==> src/rtl/conv_result_collector.sv <==
// Collects pipelined convolver results, drops edge windows, buffers them in a FWFT FIFO with raster addresses.
// Result visible PIPE_LAT+1 cycles after its en; stall backpressures the control path when FIFO plus in-flight fill DEPTH.

// Generic first-word-fall-through FIFO; push and pop in the same cycle are both
// honoured even when full.
module fifo #(
  parameter int WIDTH = 8,
  parameter int DEPTH = 4
) (
  input  logic                       clk,
  input  logic                       reset,
  input  logic                       push,
  input  logic [WIDTH-1:0]           push_dat,
  input  logic                       pop,
  output logic [WIDTH-1:0]           head_dat,
  output logic                       empty,
  output logic                       full,
  output logic [$clog2(DEPTH+1)-1:0] count
);
  localparam int PTR_BW = (DEPTH > 1) ? $clog2(DEPTH) : 1;
  localparam int CNT_BW = $clog2(DEPTH+1);

  logic [WIDTH-1:0]  mem [DEPTH];
  logic [PTR_BW-1:0] wr_ptr;
  logic [PTR_BW-1:0] rd_ptr;
  logic              push_ok;
  logic              pop_ok;

  function automatic logic [PTR_BW-1:0] ptr_inc(input logic [PTR_BW-1:0] p);
    return (p == PTR_BW'(DEPTH-1)) ? '0 : p + 1'b1;
  endfunction

  assign empty    = (count == '0);
  assign full     = (count == CNT_BW'(DEPTH));
  assign pop_ok   = pop && !empty;
  assign push_ok  = push && (!full || pop_ok);
  assign head_dat = mem[rd_ptr];

  always_ff @(posedge clk) begin
    if (push_ok) mem[wr_ptr] <= push_dat;
  end

  always_ff @(posedge clk or negedge reset) begin
    if (!reset) begin
      wr_ptr <= '0;
      rd_ptr <= '0;
      count  <= '0;
    end else begin
      if (push_ok) wr_ptr <= ptr_inc(wr_ptr);
      if (pop_ok)  rd_ptr <= ptr_inc(rd_ptr);
      case ({push_ok, pop_ok})
        2'b10:   count <= count + 1'b1;
        2'b01:   count <= count - 1'b1;
        default: count <= count;
      endcase
    end
  end
endmodule

module conv_result_collector #(
  parameter int KERNEL_SIZE = 5,
  parameter int WIDTH       = 28,
  parameter int HEIGHT      = 28,
  parameter int DATA_BW     = 16,
  parameter int PIPE_LAT    = 2,
  parameter int DEPTH       = 4,
  parameter int ADDR_BW     = 10
) (
  input  logic               clk,
  input  logic               reset,
  input  logic               en,
  input  logic [DATA_BW-1:0] conv_data,
  output logic               stall,
  output logic               out_valid,
  output logic [DATA_BW-1:0] out_data,
  output logic [ADDR_BW-1:0] out_addr,
  input  logic               out_ready,
  output logic               frame_done,
  output logic               err
);
  localparam int COL_BW = (WIDTH > 1) ? $clog2(WIDTH) : 1;
  localparam int ROW_BW = (HEIGHT > 1) ? $clog2(HEIGHT) : 1;
  localparam int NOUT   = (WIDTH-KERNEL_SIZE+1) * (HEIGHT-KERNEL_SIZE+1);
  localparam int CNT_BW = $clog2(DEPTH+1);
  localparam int OCC_BW = $clog2(DEPTH+PIPE_LAT+1);

  typedef enum logic [1:0] {IDLE, RUN, DRAIN} state_t;

  typedef struct packed {
    logic [ADDR_BW-1:0] addr;
    logic [DATA_BW-1:0] dat;
  } res_t;

  state_t              state;
  state_t              state_nxt;
  logic [COL_BW-1:0]   col;
  logic [ROW_BW-1:0]   row;
  logic [ADDR_BW-1:0]  addr_cnt;
  logic [PIPE_LAT-1:0] dl;
  logic                keep;
  logic                last_pix;
  logic                tap;
  logic                pop;
  logic                drain_empty;
  logic                fifo_empty;
  logic                fifo_full;
  logic [CNT_BW-1:0]   fifo_cnt;
  logic [OCC_BW-1:0]   occ;
  res_t                push_dat;
  res_t                head_dat;

  assign keep        = (row >= ROW_BW'(KERNEL_SIZE-1)) && (col >= COL_BW'(KERNEL_SIZE-1));
  assign last_pix    = (row == ROW_BW'(HEIGHT-1)) && (col == COL_BW'(WIDTH-1));
  assign tap         = dl[PIPE_LAT-1];
  assign pop         = out_valid && out_ready;
  assign drain_empty = (dl == '0) && fifo_empty;
  assign push_dat    = '{addr: addr_cnt, dat: conv_data};

  always_ff @(posedge clk or negedge reset) begin
    if (!reset) begin
      col <= '0;
      row <= '0;
    end else if (en) begin
      if (col == COL_BW'(WIDTH-1)) begin
        col <= '0;
        row <= (row == ROW_BW'(HEIGHT-1)) ? '0 : row + 1'b1;
      end else begin
        col <= col + 1'b1;
      end
    end
  end

  always_ff @(posedge clk or negedge reset) begin
    if (!reset) begin
      dl <= '0;
    end else begin
      dl[0] <= en && keep;
      for (int i = 1; i < PIPE_LAT; i++) dl[i] <= dl[i-1];
    end
  end

  // Address advances per kept window even when its push is dropped, so it
  // returns to 0 exactly after the last window of the frame.
  always_ff @(posedge clk or negedge reset) begin
    if (!reset) begin
      addr_cnt <= '0;
      err      <= 1'b0;
    end else begin
      if (tap) addr_cnt <= (addr_cnt == ADDR_BW'(NOUT-1)) ? '0 : addr_cnt + 1'b1;
      if ((en && stall) || (tap && fifo_full && !pop)) err <= 1'b1;
    end
  end

  fifo #(
    .WIDTH($bits(res_t)),
    .DEPTH(DEPTH)
  ) u_fifo (
    .clk     (clk),
    .reset   (reset),
    .push    (tap),
    .push_dat(push_dat),
    .pop     (pop),
    .head_dat(head_dat),
    .empty   (fifo_empty),
    .full    (fifo_full),
    .count   (fifo_cnt)
  );

  always_comb begin
    occ = OCC_BW'(fifo_cnt);
    for (int i = 0; i < PIPE_LAT; i++) occ = occ + OCC_BW'(dl[i]);
  end

  always_ff @(posedge clk or negedge reset) begin
    if (!reset) state <= IDLE;
    else        state <= state_nxt;
  end

  always_comb begin
    state_nxt = state;
    case (state)
      IDLE:    if (en) state_nxt = RUN;
      RUN:     if (en && last_pix) state_nxt = DRAIN;
      DRAIN:   if (drain_empty) state_nxt = IDLE;
      default: state_nxt = IDLE;
    endcase
  end

  always_comb begin
    out_valid  = !fifo_empty;
    out_data   = out_valid ? head_dat.dat : '0;
    out_addr   = out_valid ? head_dat.addr : '0;
    stall      = (occ >= OCC_BW'(DEPTH)) || (state == DRAIN);
    frame_done = (state == DRAIN) && drain_empty;
  end
endmodule

==> config.mk <==
export PLATFORM = sky130hd
export DESIGN_NAME = conv_result_collector
export DESIGN_NICKNAME = d
export VERILOG_FILES = /design/src/rtl/conv_result_collector.sv
export SDC_FILE = /design/constraint.sdc
export NUM_CORES = 1
export LEC_CHECK = 0
export ABC_AREA = 0
export BUFFER_PORTS_ARGS = -buffer_cell sky130_fd_sc_hd__buf_4
export CAP_MARGIN = 0
export CELL_PAD_IN_SITES_DETAIL_PLACEMENT = 0
export CELL_PAD_IN_SITES_GLOBAL_PLACEMENT = 2
export CORE_MARGIN = 5
export CORE_UTILIZATION = 43
export DETAILED_ROUTE_END_ITERATION = 6
export PLACE_DENSITY = 0.77
export SYNTH_ARGS = -nofsm -noshare
export SYNTH_HDL_FRONTEND = slang
export SYNTH_HIERARCHICAL = 1
export SYNTH_SLANG_ARGS = --single-unit
export TNS_END_PERCENT = 5
==> constraint.sdc <==
create_clock -name clk -period 3.5 [get_ports clk]
set_input_delay 1.05 -clock clk [delete_from_list [all_inputs] [get_ports clk]]
set_output_delay 1.05 -clock clk [all_outputs]
set_load 0.02 [all_outputs]
Yosys cells after proc, flatten, opt, wreduce, memory -nomap -nowiden

Memory sizes are Yosys's and may differ from the RTL's.
Cells that the tools add are included.
W data, S select, Z words.

Register bits after elaboration: 32
Bits in latches: 0
Memory bits (writable): 104
Memory bits (read-only): 0
Input bits: 20
Output and inout port bits: 30
Logic and storage cells: 73
Memories kept: 1

Memory list:

| name       | words | bits a word | read ports | clocked after memory_dff | wr ports | line | RTL |
|---|---|---|---|---|---|---|---|
| u_fifo.mem | 4     | 26          | 1          | 0                        | 1        | 23   | `logic [WIDTH-1:0] mem [DEPTH];` |

Add/sub/neg operators: 9
$mul: 0
Div/mod/pow operators: 0
$lt $le $gt $ge: 3
Eq/ne operators: 13
Shift-type cells: 0
Multiplexer cells: 14
Bitwise logic cells: 0
Reductions and logical operators: 24

Operators with widths:

| kind                    | number |
|---|---|
| $mux W10                | 2 |
| $mux W16                | 1 |
| $logic_and A1 B1 Y1     | 12 |
| $add A10 B1 Y10 const B | 1 |
| $add A5 B1 Y5 const B   | 2 |
| $eq A10 B10 Y1 const B  | 1 |
| $eq A5 B5 Y1 const B    | 2 |
| $ge A5 B3 Y1 const B    | 2 |
| $mux W2                 | 5 |
| $mux W5                 | 2 |
| $eq A2 B2 Y1 const B    | 4 |
| $add A3 B1 Y3           | 2 |
| $ne A2 B2 Y1 const B    | 3 |
| $pmux W2 S3             | 1 |
| $pmux W3 S2             | 1 |
| $add A2 B1 Y2 const B   | 2 |
| $eq A2 B1 Y1 const B    | 2 |
| $logic_not A2 Y1        | 2 |
| $add A3 B1 Y3 const B   | 1 |
| $eq A3 B3 Y1 const B    | 1 |
| $ge A3 B3 Y1 const B    | 1 |
| $logic_not A1 Y1        | 3 |
| $logic_not A3 Y1        | 1 |
| $logic_or A1 B1 Y1      | 3 |
| other kinds (5)         | 6 |

Depth between registers and ports, before layout

Depth in word-level cells: 8
Depth in mapped cells: 11
Mapped depth without buffers: 8

Modules after synthesis

The synthesis kept the hierarchy.

By module, submodules not included:

| module                | times used | cells each | area each (um^2) | sequential area each (um^2) |
|---|---|---|---|---|
| fifo                  | 1          | 186        | 4292.9           | 3298.2 |
| conv_result_collector | 1          | 158        | 1451.4           | 625.6 |

Worst setup path before layout

OpenSTA, ideal clock, no wires.

Path kind: flip-flop to output port
From: reg u_fifo.count[2]
To: out frame_done
Arrival: 1.980 ns
Data required time: 2.450 ns
Slack: 0.470 ns
Stages on the path, launching flop included: 6
Buffers on the path: 2
Path through: dfrtp_1 > buf_6 > nor3_1 > clkbuf_1 > inv_1 > nor4_1

Cells in the longest elaborated chain, start to end: 3

Ends and longest elaborated chain:

| element                | line | RTL |
|---|---|---|
| from (decl)            | 18   | `output logic [$clog2(DEPTH+1)-1:0] count` |
| from (signal assigned) | 52   | `2'b10: count <= count + 1'b1;` |
| from (signal assigned) | 53   | `2'b01: count <= count - 1'b1;` |
| from (signal assigned) | 54   | `default: count <= count;` |
| $logic_not A3 Y1       | 33   | `assign empty = (count == '0);` |
| net fifo_empty         | 105  | `logic fifo_empty;` |
| $logic_and A1 B1 Y1    | 116  | `assign drain_empty = (dl == '0) && fifo_empty;` |
| $logic_and A1 B1 Y1    | 194  | `frame_done = (state == DRAIN) && drain_empty;` |
| to (decl)              | 78   | `output logic frame_done,` |

The timed path passes the listed nets, and every way through them passes these cells.

==> metrics <==
slew of the pin with the lowest slew margin=0.592 ns; EDFF count, synth=104; Layout Nets=438; post-route core utilization=52.0%; final-layout setup total negative slack=0 ns; Pwr Total=5.72 mW; fin crit period=2.98 ns; TritonCTS clock tree=yes; max-slew violation total from the final report=0; DRC violations left=0; summed instance area of the synthesized netlist=5740 um^2; placement-stage cell area=6330 um^2; sum of routed wire length over all layers=9480 um; GRT met2 Usage=20.1%; count of cells resized by post-cts repair=0; highest ir drop seen on vdd=0.437 mV; Setup-failing EPs final=0; Clock Sinks=136; initial antenna violation count=0; global routing's busiest layer=met2; run status=finished, final reports clean; WP data required=2.45 ns; Horiz. Die Dim=126 um; Core Area=13200 um^2; area overhead of the layout relative to synthesis=19.3%; worst relative slew slack=59.9%; data arrival at the endpoint of the critical path=1.93 ns; hold violation count in the final report=0; row cnt=42; Async S/R FF share, synth=23.5%; starting density of the core=43.5%; worst setup timing slack at the placement stage=0.639 ns; number of optimization iterations in the first detailed-route pass=4; met3 routing resource usage after global routing=4.99%; Max-cap violations=0; placed wire-length estimate=5700 um; Netlist cell types=53; number of clock buffers inserted by TritonCTS=17; count of routing violations after the opening detailed-route iteration=197; vias after detailed routing=2980; post-synth net total=376; Clock Root Buffer=sky130_fd_sc_hd__clkbuf_16; clock-pin slew on the worst setup and hold paths=0.06 ns; H-tree depth=4; fin area=6850 um^2; final worst-path setup slack=0.519 ns; overall die height=126 um; leakage power=2.57 nW; M1 GR Usage=16.6%; area used by multi-input combinational logic=1690 um^2; insertion delay to the later sink of the worst-skew pair=0.41 ns; number of nets with antenna violations after detailed routing=0; average instance area after synthesis=16.7 um^2; maximum frequency from static timing analysis=336 MHz; count of state elements after synthesis=136; portion of the post-synthesis area used by sequential elements=68.3%; Cell Pwr Density=835 nW/um^2; Post-Synthesis Cells=344; via density per instance=5.02; port bufs=49; count of hold-fix buffers inserted at cts=0; GRT Util Overall=12.9%; flip-flop and latch area=3930 um^2; nature of the critical path endpoint=primary output; final global-route overflow total=0; worst min-delay path class=register to register; setup bufs post-CTS=0; largest net degree at the start of global routing=33; post-route clock skew=0.00703 ns; Top FF cell, synth=sky130_fd_sc_hd__edfxtp_1; via count of the first global-routing pass=3080; unrepaired setup endpoints after global routing=false; maximum root-to-sink buffer count=2; global-route wire length before repair=15700 um; fraction of final layout cells sized beyond drive strength 1=29.9%; synth warn=6; portion of the clock cycle consumed by the worst path in the final layout=85.2%; die area=15800 um^2; antenna diode count=0; path type of the worst setup path=register to primary output; Routed WL per cell=16.0 um; count of boundary I/O pins=50; GP Congestion=0.727; crit path max fanout=26; FILL cells=1079; critical path launch point type=register
==> power by group <==
| group | internal [mW] | total, mW | switching [mW] |
|---|---|---|---|
| clock | 0.961 | 1.57 | 0.608 |
| sequential | 1.99 | 2.17 | 0.176 |
| combinational | 0.957 | 1.98 | 1.02 |
==> metal layers <==
| metal | part of all wire (%) | routed length (um) |
|---|---|---|
| met1 | 45 | 4310 |
| met2 | 48 | 4550 |
| met3 | 5.2 | 495 |
| met4 | 1.3 | 122 |
| met5 | 0 | 0 |
==> cell usage in the layout (no fill, tap or decap), types with 3 or more instances in the layout <==
cell / count
sky130_fd_sc_hd__nor2_1: 14
sky130_fd_sc_hd__o21ai_0: 12
sky130_fd_sc_hd__nor3_1: 3
sky130_fd_sc_hd__nand2_1: 13
sky130_fd_sc_hd__inv_1: 12
sky130_fd_sc_hd__clkinv_2: 4
sky130_fd_sc_hd__edfxtp_1: 104
sky130_fd_sc_hd__nand3_1: 10
sky130_fd_sc_hd__xor2_1: 5
sky130_fd_sc_hd__mux4_2: 26
sky130_fd_sc_hd__buf_4: 57
sky130_fd_sc_hd__dfrtp_1: 31
sky130_fd_sc_hd__clkbuf_1: 4
sky130_fd_sc_hd__clkbuf_16: 17
sky130_fd_sc_hd__xnor2_1: 5
sky130_fd_sc_hd__nand4_1: 4
sky130_fd_sc_hd__and2_1: 4
sky130_fd_sc_hd__mux2_2: 5
sky130_fd_sc_hd__ha_1: 11
sky130_fd_sc_hd__nand2b_1: 3
sky130_fd_sc_hd__nor2b_1: 29
sky130_fd_sc_hd__and3_1: 3
==> through the flow <==
| step | hold slack (ns) | instances |
|---|---|---|
| CTS | 0.459 | 594 |
| detailed placement | 0.449 | 563 |
| global route | 0.478 | 594 |
| floorplan | 0.415 | 344 |
| finish | 0.461 | 594 |
| global placement | 0.441 | 563 |
==> synth_stat cells (all sizes together) (5+ instances only) <==
| cell type | count | area (um^2) |
|---|---|---|
| edfxtp | 104 | 3120 |
| dfrtp | 32 | 801 |
| nor2b | 30 | 190 |
| mux4 | 26 | 586 |
| nor2 | 14 | 52.6 |
| nand2 | 13 | 48.8 |
| inv | 12 | 45.0 |
| o21ai | 12 | 60.1 |
| ha | 11 | 138 |
| nand3 | 11 | 60.1 |
| buf | 10 | 68.8 |
| mux2 | 9 | 109 |
| and2 | 5 | 32.5 |
| clkbuf | 5 | 18.8 |
| xnor2 | 5 | 43.8 |
| xor2 | 5 | 43.8 |
==> registers in the layout, indices dropped and copies added (netlist names) <==
name           count
addr_cnt          10
col                5
dl                 2
err                1
row                5
state              2
u_fifo/count       3
u_fifo/mem       104
u_fifo/rd_ptr      2
u_fifo/wr_ptr      2
==> worst paths after layout <==
path                                              start                           end  slack [ns]  cells after the start
hold reg to reg                    state[1]$_DFFE_PN0P_          state[0]$_DFFE_PN0P_        0.46                      1
setup reg to reg            u_fifo/count[2]$_DFFE_PN0P_   u_fifo/count[1]$_DFFE_PN0P_        1.10                      8
setup / recovery           u_fifo/rd_ptr[0]$_DFFE_PN0N_                   out_addr[6]        0.52                      4
min in group asynchronous                         reset            col[3]$_DFFE_PN0P_        0.58                      1
hold / removal                     state[1]$_DFFE_PN0P_          state[0]$_DFFE_PN0P_        0.46                      1
max in group asynchronous                         reset  u_fifo/rd_ptr[0]$_DFFE_PN0N_        2.58                      1
==> logic make-up after synthesis <==
group	synth area share (%)
DFF	68.3
and+or+nand+nor	9.63
muxes	12.4
buffers and inverters	2.31
AOI/OAI and AO/OA	3.05
adders and majority gates	2.74
xor gates and xnor gates	1.52
==> layout make-up <==
cell class / instances / area share, %
well taps: 176 / 3.21
repair buffers: 58 / 6.54
inverters: 12 / 0.657
flip-flops and latches: 136 / 57.3
clock buffers: 21 / 6.43
clock inverters: 10 / 1.19
multi-input cells: 181 / 24.7
==> critical path, cell delays in order (launching register included) <==
cell and delay [ns]:
sky130_fd_sc_hd__dfrtp_2 0.40, sky130_fd_sc_hd__buf_12 0.24, sky130_fd_sc_hd__mux4_2 0.52, sky130_fd_sc_hd__nor2b_1 0.17
sky130_fd_sc_hd__buf_4 0.18
(Power assumes the default switching activity.)
